==> src/rtl/clutter_map_upd_ctrl_if.sv <==
// Signal bundle between clutter_map_upd_ctrl and its x(n) stream source, map RAM and recur_oper.
// master is the controller side, slave is the stream / RAM / datapath side.
interface clutter_map_upd_ctrl_if #(
    parameter int AW = 12
) ();
    logic          s_vld;
    logic          s_rdy;
    logic [15:0]   s_dat;

    logic          map_rd_en;
    logic [AW-1:0] map_rd_addr;
    logic [15:0]   map_rd_dat;

    logic [15:0]   recur_coeff;
    logic          recur_rd_vld;
    logic [15:0]   recur_din0;
    logic [15:0]   recur_din2;
    logic          recur_valid;
    logic [15:0]   recur_dat;

    logic          map_wr_en;
    logic [AW-1:0] map_wr_addr;
    logic [15:0]   map_wr_dat;

    modport master (
        input  s_vld, s_dat, map_rd_dat, recur_valid, recur_dat,
        output s_rdy, map_rd_en, map_rd_addr, recur_coeff, recur_rd_vld,
               recur_din0, recur_din2, map_wr_en, map_wr_addr, map_wr_dat
    );

    modport slave (
        output s_vld, s_dat, map_rd_dat, recur_valid, recur_dat,
        input  s_rdy, map_rd_en, map_rd_addr, recur_coeff, recur_rd_vld,
               recur_din0, recur_din2, map_wr_en, map_wr_addr, map_wr_dat
    );
endinterface

==> src/rtl/clutter_map_upd_ctrl.sv <==
// Frame sequencer for the clutter-map update y(n)=k*x(n)+(1-k)*y(n-1): reads y(n-1), feeds recur_oper, writes y(n).
// Optional drain watchdog (output err_wdog) is enabled by defining CLUT_UPD_WDOG_EN.
module clutter_map_upd_ctrl #(
    parameter int NUM_CELLS = 4096,
    parameter int AW        = 12,
    parameter int RD_LAT    = 2,
    parameter int RECUR_LAT = 6
`ifdef CLUT_UPD_WDOG_EN
    ,
    parameter int WDOG_CYC  = 64
`endif
) (
    input  logic                  sys_clk,
    input  logic                  sys_rst,
    input  logic [15:0]           cfg_coeff,
    input  logic                  cfg_init,
    input  logic                  frame_start,
    output logic                  busy,
    output logic                  frame_done,
    output logic                  err_ovl,
`ifdef CLUT_UPD_WDOG_EN
    output logic                  err_wdog,
`endif
    clutter_map_upd_ctrl_if.master bus
);

    localparam int              CW       = AW + 1;
    localparam int              TOT      = RD_LAT + RECUR_LAT;
    localparam logic [CW-1:0]   NCELL    = CW'(NUM_CELLS);
    localparam logic [CW-1:0]   NCELL_M1 = CW'(NUM_CELLS - 1);
    localparam logic [CW-1:0]   CNT_ONE  = {{(CW-1){1'b0}}, 1'b1};
    localparam logic [15:0]     K_MAX    = 16'd1000;

    typedef enum logic [1:0] {
        ST_IDLE  = 2'd0,
        ST_RUN   = 2'd1,
        ST_DRAIN = 2'd2,
        ST_DONE  = 2'd3
    } state_t;

    function automatic logic [15:0] clamp_coeff(input logic [15:0] k);
        if (k > K_MAX) begin
            return K_MAX;
        end else begin
            return k;
        end
    endfunction

    state_t          state_r;
    logic [CW-1:0]   rd_cnt_r;
    logic [CW-1:0]   wr_cnt_r;
    logic [15:0]     coeff_r;
    logic            seed_r;
    logic            frm_seed_r;
    logic            s_rdy_r;
    logic            busy_r;
    logic            frame_done_r;
    logic            err_ovl_r;

    logic [TOT-1:0]  dly_vld_r;
    logic [15:0]     dly_dat_r [TOT];

    logic            map_wr_en_r;
    logic [AW-1:0]   map_wr_addr_r;
    logic [15:0]     map_wr_dat_r;

    logic            xfer_s;
    logic            start_acc_s;
    logic            wr_src_vld_s;
    logic [15:0]     wr_src_dat_s;
    logic            wr_go_s;
    logic            recur_vld_s;
    logic [15:0]     din2_s;

`ifdef CLUT_UPD_WDOG_EN
    localparam int            WW       = $clog2(WDOG_CYC) + 1;
    localparam logic [WW-1:0] WDOG_LIM = WW'(WDOG_CYC - 1);
    localparam logic [WW-1:0] WD_ONE   = {{(WW-1){1'b0}}, 1'b1};
    logic [WW-1:0]   wdog_cnt_r;
    logic            err_wdog_r;
    assign err_wdog = err_wdog_r;
`endif

    // Handshake qualification and selection of the write source (seed bypass vs. recur_oper result)
    always_comb begin
        xfer_s      = bus.s_vld & s_rdy_r;
        start_acc_s = frame_start & (state_r == ST_IDLE);
        if (frm_seed_r) begin
            wr_src_vld_s = dly_vld_r[TOT-1];
            wr_src_dat_s = dly_dat_r[TOT-1];
        end else begin
            wr_src_vld_s = bus.recur_valid;
            wr_src_dat_s = bus.recur_dat;
        end
        if (((state_r == ST_RUN) || (state_r == ST_DRAIN)) && (wr_cnt_r < NCELL)) begin
            wr_go_s = wr_src_vld_s;
        end else begin
            wr_go_s = 1'b0;
        end
        recur_vld_s = dly_vld_r[RD_LAT-1] & ~frm_seed_r;
        if (recur_vld_s) begin
            din2_s = bus.map_rd_dat;
        end else begin
            din2_s = 16'd0;
        end
    end

    // Frame FSM: read counter, coefficient latch, seed bookkeeping and status pulses
    always_ff @(posedge sys_clk) begin
        if (sys_rst) begin
            state_r      <= ST_IDLE;
            rd_cnt_r     <= '0;
            coeff_r      <= 16'd0;
            seed_r       <= 1'b1;
            frm_seed_r   <= 1'b0;
            s_rdy_r      <= 1'b0;
            busy_r       <= 1'b0;
            frame_done_r <= 1'b0;
            err_ovl_r    <= 1'b0;
`ifdef CLUT_UPD_WDOG_EN
            wdog_cnt_r   <= '0;
            err_wdog_r   <= 1'b0;
`endif
        end else begin
            frame_done_r <= 1'b0;
            err_ovl_r    <= frame_start & (state_r != ST_IDLE);
`ifdef CLUT_UPD_WDOG_EN
            err_wdog_r   <= 1'b0;
`endif
            case (state_r)
                ST_IDLE: begin
                    if (frame_start) begin
                        state_r    <= ST_RUN;
                        busy_r     <= 1'b1;
                        s_rdy_r    <= 1'b1;
                        coeff_r    <= clamp_coeff(cfg_coeff);
                        rd_cnt_r   <= '0;
                        frm_seed_r <= seed_r | cfg_init;
                        seed_r     <= 1'b0;
                    end
                end
                ST_RUN: begin
                    if (xfer_s) begin
                        rd_cnt_r <= rd_cnt_r + CNT_ONE;
                        if (rd_cnt_r == NCELL_M1) begin
                            s_rdy_r <= 1'b0;
                            state_r <= ST_DRAIN;
                        end
                    end
`ifdef CLUT_UPD_WDOG_EN
                    wdog_cnt_r <= '0;
`endif
                end
                ST_DRAIN: begin
                    if (wr_cnt_r == NCELL) begin
                        state_r      <= ST_DONE;
                        busy_r       <= 1'b0;
                        frame_done_r <= 1'b1;
                    end
`ifdef CLUT_UPD_WDOG_EN
                    else if (wr_src_vld_s) begin
                        wdog_cnt_r <= '0;
                    end else if (wdog_cnt_r == WDOG_LIM) begin
                        // Stuck datapath: abandon the frame and force the next one to reseed the map
                        state_r      <= ST_DONE;
                        busy_r       <= 1'b0;
                        frame_done_r <= 1'b1;
                        err_wdog_r   <= 1'b1;
                        seed_r       <= 1'b1;
                    end else begin
                        wdog_cnt_r <= wdog_cnt_r + WD_ONE;
                    end
`endif
                end
                ST_DONE: begin
                    state_r <= ST_IDLE;
                end
                default: begin
                    state_r <= ST_IDLE;
                    busy_r  <= 1'b0;
                    s_rdy_r <= 1'b0;
                end
            endcase
        end
    end

    // x(n) delay line (read-latency alignment plus seed bypass) and the map write port
    always_ff @(posedge sys_clk) begin
        if (sys_rst) begin
            dly_vld_r     <= '0;
            for (int i = 0; i < TOT; i++) begin
                dly_dat_r[i] <= 16'd0;
            end
            wr_cnt_r      <= '0;
            map_wr_en_r   <= 1'b0;
            map_wr_addr_r <= '0;
            map_wr_dat_r  <= 16'd0;
        end else begin
            dly_vld_r    <= {dly_vld_r[TOT-2:0], xfer_s};
            dly_dat_r[0] <= bus.s_dat;
            for (int i = 1; i < TOT; i++) begin
                dly_dat_r[i] <= dly_dat_r[i-1];
            end
            map_wr_en_r <= wr_go_s;
            if (start_acc_s) begin
                wr_cnt_r <= '0;
            end else if (wr_go_s) begin
                wr_cnt_r <= wr_cnt_r + CNT_ONE;
            end
            if (wr_go_s) begin
                map_wr_addr_r <= wr_cnt_r[AW-1:0];
                map_wr_dat_r  <= wr_src_dat_s;
            end
        end
    end

    assign busy             = busy_r;
    assign frame_done       = frame_done_r;
    assign err_ovl          = err_ovl_r;
    assign bus.s_rdy        = s_rdy_r;
    assign bus.map_rd_en    = xfer_s;
    assign bus.map_rd_addr  = rd_cnt_r[AW-1:0];
    assign bus.recur_coeff  = coeff_r;
    assign bus.recur_rd_vld = recur_vld_s;
    assign bus.recur_din0   = dly_dat_r[RD_LAT-1];
    assign bus.recur_din2   = din2_s;
    assign bus.map_wr_en    = map_wr_en_r;
    assign bus.map_wr_addr  = map_wr_addr_r;
    assign bus.map_wr_dat   = map_wr_dat_r;

endmodule

==> src/flat_wrapper.sv <==
// flat-port wrapper written by rule: the top's interface ports become plain ports
module clutter_map_upd_ctrl_flat 
#(
    parameter int NUM_CELLS = 4096,
    parameter int AW        = 12,
    parameter int RD_LAT    = 2,
    parameter int RECUR_LAT = 6

)
  (sys_clk, sys_rst, cfg_coeff, cfg_init, frame_start, busy, frame_done, err_ovl, bus_s_vld, bus_s_dat, bus_map_rd_dat, bus_recur_valid, bus_recur_dat, bus_s_rdy, bus_map_rd_en, bus_map_rd_addr, bus_recur_coeff, bus_recur_rd_vld, bus_recur_din0, bus_recur_din2, bus_map_wr_en, bus_map_wr_addr, bus_map_wr_dat);
  clutter_map_upd_ctrl_if #(.AW(AW)) bus_i ();
  input  logic sys_clk;
  input  logic sys_rst;
  input  logic [15:0] cfg_coeff;
  input  logic cfg_init;
  input  logic frame_start;
  output logic busy;
  output logic frame_done;
  output logic err_ovl;
  input wire logic [$bits(bus_i.s_vld)-1:0] bus_s_vld;
  input wire logic [$bits(bus_i.s_dat)-1:0] bus_s_dat;
  input wire logic [$bits(bus_i.map_rd_dat)-1:0] bus_map_rd_dat;
  input wire logic [$bits(bus_i.recur_valid)-1:0] bus_recur_valid;
  input wire logic [$bits(bus_i.recur_dat)-1:0] bus_recur_dat;
  output wire logic [$bits(bus_i.s_rdy)-1:0] bus_s_rdy;
  output wire logic [$bits(bus_i.map_rd_en)-1:0] bus_map_rd_en;
  output wire logic [$bits(bus_i.map_rd_addr)-1:0] bus_map_rd_addr;
  output wire logic [$bits(bus_i.recur_coeff)-1:0] bus_recur_coeff;
  output wire logic [$bits(bus_i.recur_rd_vld)-1:0] bus_recur_rd_vld;
  output wire logic [$bits(bus_i.recur_din0)-1:0] bus_recur_din0;
  output wire logic [$bits(bus_i.recur_din2)-1:0] bus_recur_din2;
  output wire logic [$bits(bus_i.map_wr_en)-1:0] bus_map_wr_en;
  output wire logic [$bits(bus_i.map_wr_addr)-1:0] bus_map_wr_addr;
  output wire logic [$bits(bus_i.map_wr_dat)-1:0] bus_map_wr_dat;
  assign bus_i.s_vld = bus_s_vld;
  assign bus_i.s_dat = bus_s_dat;
  assign bus_i.map_rd_dat = bus_map_rd_dat;
  assign bus_i.recur_valid = bus_recur_valid;
  assign bus_i.recur_dat = bus_recur_dat;
  assign bus_s_rdy = bus_i.s_rdy;
  assign bus_map_rd_en = bus_i.map_rd_en;
  assign bus_map_rd_addr = bus_i.map_rd_addr;
  assign bus_recur_coeff = bus_i.recur_coeff;
  assign bus_recur_rd_vld = bus_i.recur_rd_vld;
  assign bus_recur_din0 = bus_i.recur_din0;
  assign bus_recur_din2 = bus_i.recur_din2;
  assign bus_map_wr_en = bus_i.map_wr_en;
  assign bus_map_wr_addr = bus_i.map_wr_addr;
  assign bus_map_wr_dat = bus_i.map_wr_dat;
  clutter_map_upd_ctrl #(.NUM_CELLS(NUM_CELLS), .AW(AW), .RD_LAT(RD_LAT), .RECUR_LAT(RECUR_LAT)) u_core (.sys_clk(sys_clk), .sys_rst(sys_rst), .cfg_coeff(cfg_coeff), .cfg_init(cfg_init), .frame_start(frame_start), .busy(busy), .frame_done(frame_done), .err_ovl(err_ovl), .bus(bus_i));
endmodule
==> config.mk <==
export PLATFORM = sky130hd
export DESIGN_NAME = clutter_map_upd_ctrl_flat
export DESIGN_NICKNAME = d
export VERILOG_FILES = /design/src/rtl/clutter_map_upd_ctrl_if.sv /design/src/rtl/clutter_map_upd_ctrl.sv /design/src/flat_wrapper.sv
export SDC_FILE = /design/constraint.sdc
export NUM_CORES = 1
export LEC_CHECK = 0
export BUFFER_PORTS_ARGS = -buffer_cell sky130_fd_sc_hd__buf_2
export CAP_MARGIN = 10
export CORE_ASPECT_RATIO = 0.6
export CORE_MARGIN = 2
export CORE_UTILIZATION = 30
export CTS_BUF_LIST = sky130_fd_sc_hd__clkbuf_16
export DETAILED_ROUTE_END_ITERATION = 6
export MAX_ROUTING_LAYER = met4
export SLEW_MARGIN = 25
export SYNTH_ARGS = -nofsm -noshare
export SYNTH_HDL_FRONTEND = slang
export SYNTH_SLANG_ARGS = --single-unit
==> constraint.sdc <==
create_clock -name sys_clk -period 5 [get_ports sys_clk]
set_clock_uncertainty 0.1 [all_clocks]
set_input_delay 0.25 -clock sys_clk [delete_from_list [all_inputs] [get_ports sys_clk]]
set_output_delay 0.25 -clock sys_clk [all_outputs]
set_load 0.05 [all_outputs]
==> impl_metrics.env, run 1 <==
export IMPL_clockPowerShare=0.363
export IMPL_r2r_end="u_core.wr_cnt_r[4]"
export IMPL_netlist_instances=705
export IMPL_ant_nets=0
export IMPL_min_delay_start="bus_recur_dat[3]"
export IMPL_crit_arrival_ns=2.23
export IMPL_rows=44
export IMPL_ios=165
export IMPL_p_leak_nw=3.87
export IMPL_cp_buffers_inverters=2
export IMPL_n_antenna_cell=0
export IMPL_crit_path_start_kind="flop"
export IMPL_whs_path_depth=3
export IMPL_hold_viol=0
export IMPL_place_ws_ns=2.64
export IMPL_crit_fanout=18
export IMPL_peakVddDrop_mv=0.205
export IMPL_clk_pin_slew_ns=0.06
export IMPL_crit_type="reg2out"
export IMPL_slew_viol_final=0
export IMPL_start_util=0.303
export IMPL_synth_top_cell_area_share=0.591
export IMPL_clock_fmax_mhz=388
export IMPL_cp_cell_sequence="buf_4 -> nor2b_1 -> and2_1 -> buf_2"
export IMPL_use_met2=0.147
export IMPL_vias_per_cell=4.00
export IMPL_die_width_microns=205
export IMPL_grt_use_met3=0.0437
export IMPL_synthTopCellsByArea="dfxtp_1 (59%), nor2b_1 (12%), nor2_1 (3.0%), buf_4 (2.9%), mux2i_1 (2.2%)"
export IMPL_r2r_start="u_core.state_r[0]"
export IMPL_tns_ns=0
export IMPL_hold_ws_ns=0.0169
export IMPL_crit_family="simple AND/OR/NAND/NOR gates"
export IMPL_dp_hpwl_microns=9700
export IMPL_nets=943
export IMPL_grt_usage=0.119
export IMPL_powerDensity_mw_per_mm2=464
export IMPL_ff2ff_setup_slack_ns=2.67
export IMPL_switching_power_w=0.00132
export IMPL_grt_busiest_layer="met1"
export IMPL_grt_pass1_vias=4578
export IMPL_cap_violations=0
export IMPL_synth_avg_cell_area_sq_um=10.3
export IMPL_cts_tree="yes"
export IMPL_cts_made_buffers=22
export IMPL_clock_path_buffers=3
export IMPL_p_comb_frac=0.200
export IMPL_fin_crit_sh=0.516
export IMPL_core_area_sq_mm=0.0240
export IMPL_tightestPinTransition_ns=0.925
export IMPL_grt_setup_unrepaired="false"
export IMPL_syn_area_sq_mm=0.00728
export IMPL_status="finished, final reports clean"
export IMPL_synth_fp_nets=781
export IMPL_clock_sinks=215
export IMPL_relSlewSlack=0.384
export IMPL_async_reset_ff_frac=0
export IMPL_drc=0
export IMPL_dr_pass1_iters=6
export IMPL_worst_ep_required_time_ns=4.65
export IMPL_cp_slowest_stage_delay_ns=0.66
export IMPL_antenna_found_initial=0
export IMPL_post_cts_buffers=0
export IMPL_area_delta_synth_final_pct=26.2
export IMPL_overflow=0
export IMPL_h_tree_depth=1
export IMPL_drt_iter0_markers=261
export IMPL_setup_violations=0
export IMPL_grt_max_degree=119
export IMPL_ys_flop_type="dfxtp_1"
export IMPL_slowest_stage="nor2b_1"
export IMPL_insertion_delay_ns=0.51
export IMPL_intPower_w=0.00295
export IMPL_worst_slack_ns=2.42
export IMPL_wl_per_cell_microns=12.5
export IMPL_power_frac_seq=0.437
export IMPL_holdPathEnd="u_core.bus.map_wr_dat[3]"
export IMPL_die_y_microns=125
export IMPL_grt_use_met1=0.178
export IMPL_min_period_ns=2.58
export IMPL_grt_first_pass_wirelength_microns=23800
export IMPL_gp_congestion=0.774
export IMPL_drive_gt1_frac=0.232
export IMPL_wirelength_microns=15100
export IMPL_dieArea_sq_mm=0.0256
export IMPL_switching_share=0.310
export IMPL_ys_seq_area_frac=0.591
export IMPL_rr_worst_depth=7
export IMPL_end_kind="output port"
export IMPL_yosys_warnings=0
export IMPL_hold_path_class="in2reg"
export IMPL_crit_cells=4
export IMPL_vias=4819
export IMPL_clockRootBuffer="clkbuf_16"
export IMPL_synth_edf_count=0
export IMPL_ys_ff_latch=215
export IMPL_io_buffers=164
export IMPL_ys_types=46
export IMPL_synth_top_cell_by_area="dfxtp_1"
[registers in the layout (all words and copies together) (netlist names), 2 cells and up]
register,cells
u_core.dly_dat_r,128
u_core.bus.map_wr_dat,16
u_core.bus.recur_coeff,16
u_core.rd_cnt_r,13
u_core.wr_cnt_r,13
u_core.bus.map_wr_addr,12
u_core.dly_vld_r,8
u_core.state_r,2
[per-stage QoR]
stage          cells  area [sq um]  total power [W]   util
2_1_floorplan    705          7280          0.00257      -
5_1_grt         1205          9190          0.00449  0.383
4_1_cts         1205          9190          0.00434  0.383
6_report        1205          9190          0.00427  0.383
3_5_place_dp    1127          8130          0.00274  0.339
3_3_place_gp    1127          8130          0.00272  0.339
[synthesized netlist by cell type (2+ instances only)]
| cell type | n |
|---|---|
| a211oi_1 | 14 |
| buf_2 | 3 |
| or3_1 | 4 |
| mux2i_1 | 16 |
| buf_6 | 5 |
| nor2_1 | 59 |
| a211oi_2 | 3 |
| buf_1 | 3 |
| and2_1 | 25 |
| nand2_1 | 39 |
| nand4_1 | 9 |
| nand3_1 | 10 |
| a22o_1 | 4 |
| and3_1 | 4 |
| nor3_1 | 12 |
| a21oi_1 | 22 |
| nor2b_1 | 139 |
| xnor2_1 | 9 |
| o21ai_0 | 5 |
| inv_1 | 5 |
| nor4_1 | 4 |
| dfxtp_1 | 215 |
| nor4b_1 | 2 |
| clkbuf_1 | 26 |
| ha_1 | 6 |
| nand2b_1 | 4 |
| and4_1 | 4 |
| xor2_1 | 9 |
| buf_4 | 28 |
[cells in the final DEF, fill, tap and decap left out, types with 6 or more instances in the layout]
master / count
nor3_1: 12
xnor2_1: 9
nand3_1: 10
nand4_1: 9
dfxtp_1: 215
buf_2: 163
and2_1: 24
dlygate4sd3_1: 38
xor2_1: 9
a21oi_1: 22
a211oi_1: 14
inv_1: 12
nor2b_1: 139
clkbuf_16: 23
nand2_1: 39
ha_1: 6
mux2i_1: 16
nor2_1: 59
[tightest hold or removal path: stages]
cell	delay, ns
buf_2	0.11
mux2i_1	0.13
a211oi_1	0.09
[power by group through the flow]
stage / Sequential [W] / Clock [W] / Combinational, W
finish: 0.00187 / 0.00155 / 0.000852
global placement: 0.00190 / 0 / 0.000823
floorplan: 0.00211 / 0 / 0.000454
detailed placement: 0.00190 / 0 / 0.000833
CTS: 0.00187 / 0.00162 / 0.000858
global route: 0.00188 / 0.00170 / 0.000922
[kinds of logic after synthesis]
logic type,share of synthesized area
xor gates and xnor gates,0.0217
and+or+nand+nor,0.239
buffers and inverters,0.0569
muxes,0.0256
adders and majority gates,0.0103
DFF,0.591
AOI/OAI and AO/OA,0.0552
[final cells by class]
cell class / count / area (sq um)
timing repair buffer: 204 / 1220
multi-input combinational: 419 / 2560
sequential: 215 / 4300
fill: 2431 / 14800
clock buffer: 23 / 576
inverter: 5 / 18.8
tap: 322 / 403
clock inverter: 17 / 104
[per-layer routing]
metal,vias up,part of all wire
li1,2591,-
met2,132,0.35
met5,-,0
met1,2067,0.54
met4,0,0.019
met3,29,0.085
[worst max-delay path by stage]
| stage | from | end | slack, ns |
|---|---|---|---|
| after floorplan | u_core.frm_seed_r | bus_recur_din2[10] | 2.85 |
| after global placement | u_core.state_r[0] | u_core.wr_cnt_r[4] | 2.70 |
| after detailed placement | u_core.state_r[0] | u_core.wr_cnt_r[4] | 2.64 |
| after CTS | u_core.frm_seed_r | bus_recur_din2[1] | 2.38 |
| after global routing | u_core.frm_seed_r | bus_recur_din2[1] | 2.17 |
| final | u_core.frm_seed_r | bus_recur_din2[1] | 2.42 |
[repair_timing]
item / in CTS / in global routing
endpoints found under the hold margin: 38 / 0
hold buffers: 38 / 0
setup endpoints to repair: 0 / 0
resized for setup: 0 / 0
No activity file was read; power rests on OpenSTA's default activity.
==> run 2: changes to the inputs <==
- ABC_AREA: unset -> 1
- clock period: 5 -> 2.2 ns (I/O delays scaled with it)
==> impl_metrics.env, run 2 <==
export IMPL_h_tree_depth=1
export IMPL_use_met2=0.188
export IMPL_fin_crit_sh=0.927
export IMPL_worst_ep_required_time_ns=2.55
export IMPL_crit_arrival_ns=2.39
export IMPL_drt_iter0_markers=305
export IMPL_clock_path_buffers=3
export IMPL_min_delay_start="bus_recur_valid"
export IMPL_area_delta_synth_final_pct=29.9
export IMPL_cap_violations=0
export IMPL_post_route_util=0.400
export IMPL_start_util=0.308
export IMPL_n_antenna_cell=0
export IMPL_peakVddDrop_mv=0.782
export IMPL_hold_path_class="in2reg"
export IMPL_crit_type="reg2reg"
export IMPL_clock_sinks=215
export IMPL_synth_edf_count=0
export IMPL_overflow=0
export IMPL_place_inst=1452
export IMPL_place_ws_ns=0.227
export IMPL_fillerInstances=2661
export IMPL_ant_nets=0
export IMPL_synth_top_cell_by_area="dfxtp_1"
export IMPL_tns_ns=0
export IMPL_insertion_delay_ns=0.51
export IMPL_vias=6342
export IMPL_dp_hpwl_microns=10900
export IMPL_top_register="u_core.dly_dat_r"
export IMPL_end_kind="flop"
export IMPL_antenna_found_initial=0
export IMPL_grt_setup_unrepaired="false"
export IMPL_r2r_start="u_core.state_r[0]"
export IMPL_largest_reg_flops=128
export IMPL_ff2ff_setup_slack_ns=0.16
export IMPL_worst_slack_ns=0.160
export IMPL_ys_types=39
export IMPL_ys_flop_type="dfxtp_1"
export IMPL_min_period_ns=2.04
export IMPL_rows=45
export IMPL_core_area_sq_mm=0.0254
export IMPL_crit_path_start_kind="flop"
export IMPL_drc=0
export IMPL_setup_violations=0
export IMPL_p_leak_nw=4.67
export IMPL_nets=1259
export IMPL_synth_most_common_cell="nor2_1"
export IMPL_synthTopCellsByArea="dfxtp_1 (55%), nor2_1 (11%), inv_1 (10%), nand2_1 (4.4%), a21oi_1 (3.8%)"
export IMPL_clk_pin_slew_ns=0.06
export IMPL_synth_avg_cell_area_sq_um=7.85
export IMPL_synth_fp_nets=1073
export IMPL_status="finished, final reports clean"
export IMPL_die_y_microns=129
export IMPL_dr_pass1_iters=4
export IMPL_io_buffers=164
export IMPL_grt_pass1_vias=5868
export IMPL_dieArea_sq_mm=0.0275
export IMPL_wl_per_cell_microns=10.7
export IMPL_ios=165
export IMPL_grt_use_met3=0.0313
export IMPL_grt_use_met1=0.169
export IMPL_ys_ff_latch=215
export IMPL_relSlewSlack=0.553
export IMPL_grt_usage=0.124
export IMPL_setup_worst_path_start="u_core.state_r[0]"
export IMPL_crit_fanout=16
export IMPL_clock_fmax_mhz=490
export IMPL_yosys_top_cells_count="nor2_1 (236), dfxtp_1 (215), inv_1 (213), nand2_1 (92), a21oi_1 (60)"
export IMPL_grt_max_degree=147
export IMPL_power_total_w=0.0109
export IMPL_yosys_warnings=0
export IMPL_slew_viol_final=0
export IMPL_async_reset_ff_frac=0
export IMPL_gp_congestion=0.834
export IMPL_final_cells=1552
export IMPL_final_cell_mix="nor2_1 (225), inv_1 (216), dfxtp_1 (215)"
export IMPL_grt_busiest_layer="met2"
export IMPL_cts_made_buffers=23
export IMPL_synth_top_cell_area_share=0.550
export IMPL_wirelength_microns=16700
export IMPL_tightestPinTransition_ns=0.671
export IMPL_die_width_microns=213
export IMPL_netlist_instances=997
export IMPL_cts_tree="yes"
export IMPL_grt_first_pass_wirelength_microns=27300
export IMPL_powerDensity_mw_per_mm2=1080
export IMPL_drive_gt1_frac=0.206
export IMPL_hold_viol=0
export IMPL_syn_area_sq_mm=0.00783
export IMPL_vias_per_cell=4.09
export IMPL_mostFrequentLayoutCell="nor2_1"
export IMPL_clockRootBuffer="clkbuf_16"
export IMPL_ys_seq_area_frac=0.550
-- run 2: changes by cell type in the layout (fill, tap and decap cells not counted), sizes merged, moves of 19 or more --
cell	before	now
nand2	40	98
o21ai	5	39
inv	13	224
dlygate4sd3	38	57
a21oi	23	60
nor2b	139	0
nor2	59	243
and2	25	0
-- run 2: logic make-up after synthesis --
family / Yosys count / synth area share
adders and majority gates: 6 / 0.00959
DFF: 215 / 0.550
and+or+nand+nor: 381 / 0.207
buffers and inverters: 285 / 0.157
xor gates and xnor gates: 4 / 0.00448
AOI/OAI and AO/OA: 106 / 0.0725
-- run 2: cell type report --
class	count	area, sq um	share of cell area
Multi-Input combinational cell	497	2330	0.229
Clock buffer	23	576	0.0566
Clock inverter	19	226	0.0223
Inverter	219	828	0.0814
Tap cell	352	440	0.0433
Timing Repair Buffer	227	1460	0.144
Sequential cell	215	4300	0.423
-- run 2: metrics by stage --
stage                     hold WS [ns]  area, sq um
after floorplan                  0.117         7860
after global placement           0.210         8770
after detailed placement         0.219         8770
after CTS                       0.0151        10200
after global routing            0.0448        10200
final                           0.0389        10200
-- run 2: metal layers --
layer,part of all wire,up-vias
li1,-,3298
met1,0.50,2842
met4,0.013,0
met3,0.072,23
met5,0,-
met2,0.41,179
-- run 2: power by group --
part           leakage, nW  internal, W  switching (W)
Clock                0.396      0.00241        0.00163
Combinational         2.53     0.000670        0.00187
Sequential            1.75      0.00419       0.000165
Total                 4.67      0.00728        0.00367
-- run 2: final timing paths --
| kind | endpoint | cells after the start |
|---|---|---|
| setup reg to reg | u_core.bus.recur_coeff[4] | 7 |
| setup / recovery | u_core.bus.recur_coeff[4] | 7 |
| hold reg to reg | u_core.dly_vld_r[5] | 2 |
| hold / removal | u_core.bus.map_wr_en | 5 |
-- run 2: worst max-delay path, stage by stage, from the launching register on --
cell and delay [ns]:
dfxtp_1 0.33, inv_1 0.09, ha_2 0.27, nand2_4 0.16, nor2_1 0.25, nand4_1 0.14
dlygate4sd3_1 0.59, nand2_1 0.06
-- run 2: timing repair --
| item | CTS | global route |
|---|---|---|
| setup endpoints to repair | 16 | 23 |
| setup buffers | 1 | 0 |
| endpoints found under the hold margin | 54 | 0 |
| hold buffers | 57 | 0 |
| gates resized for setup | 1 | 2 |
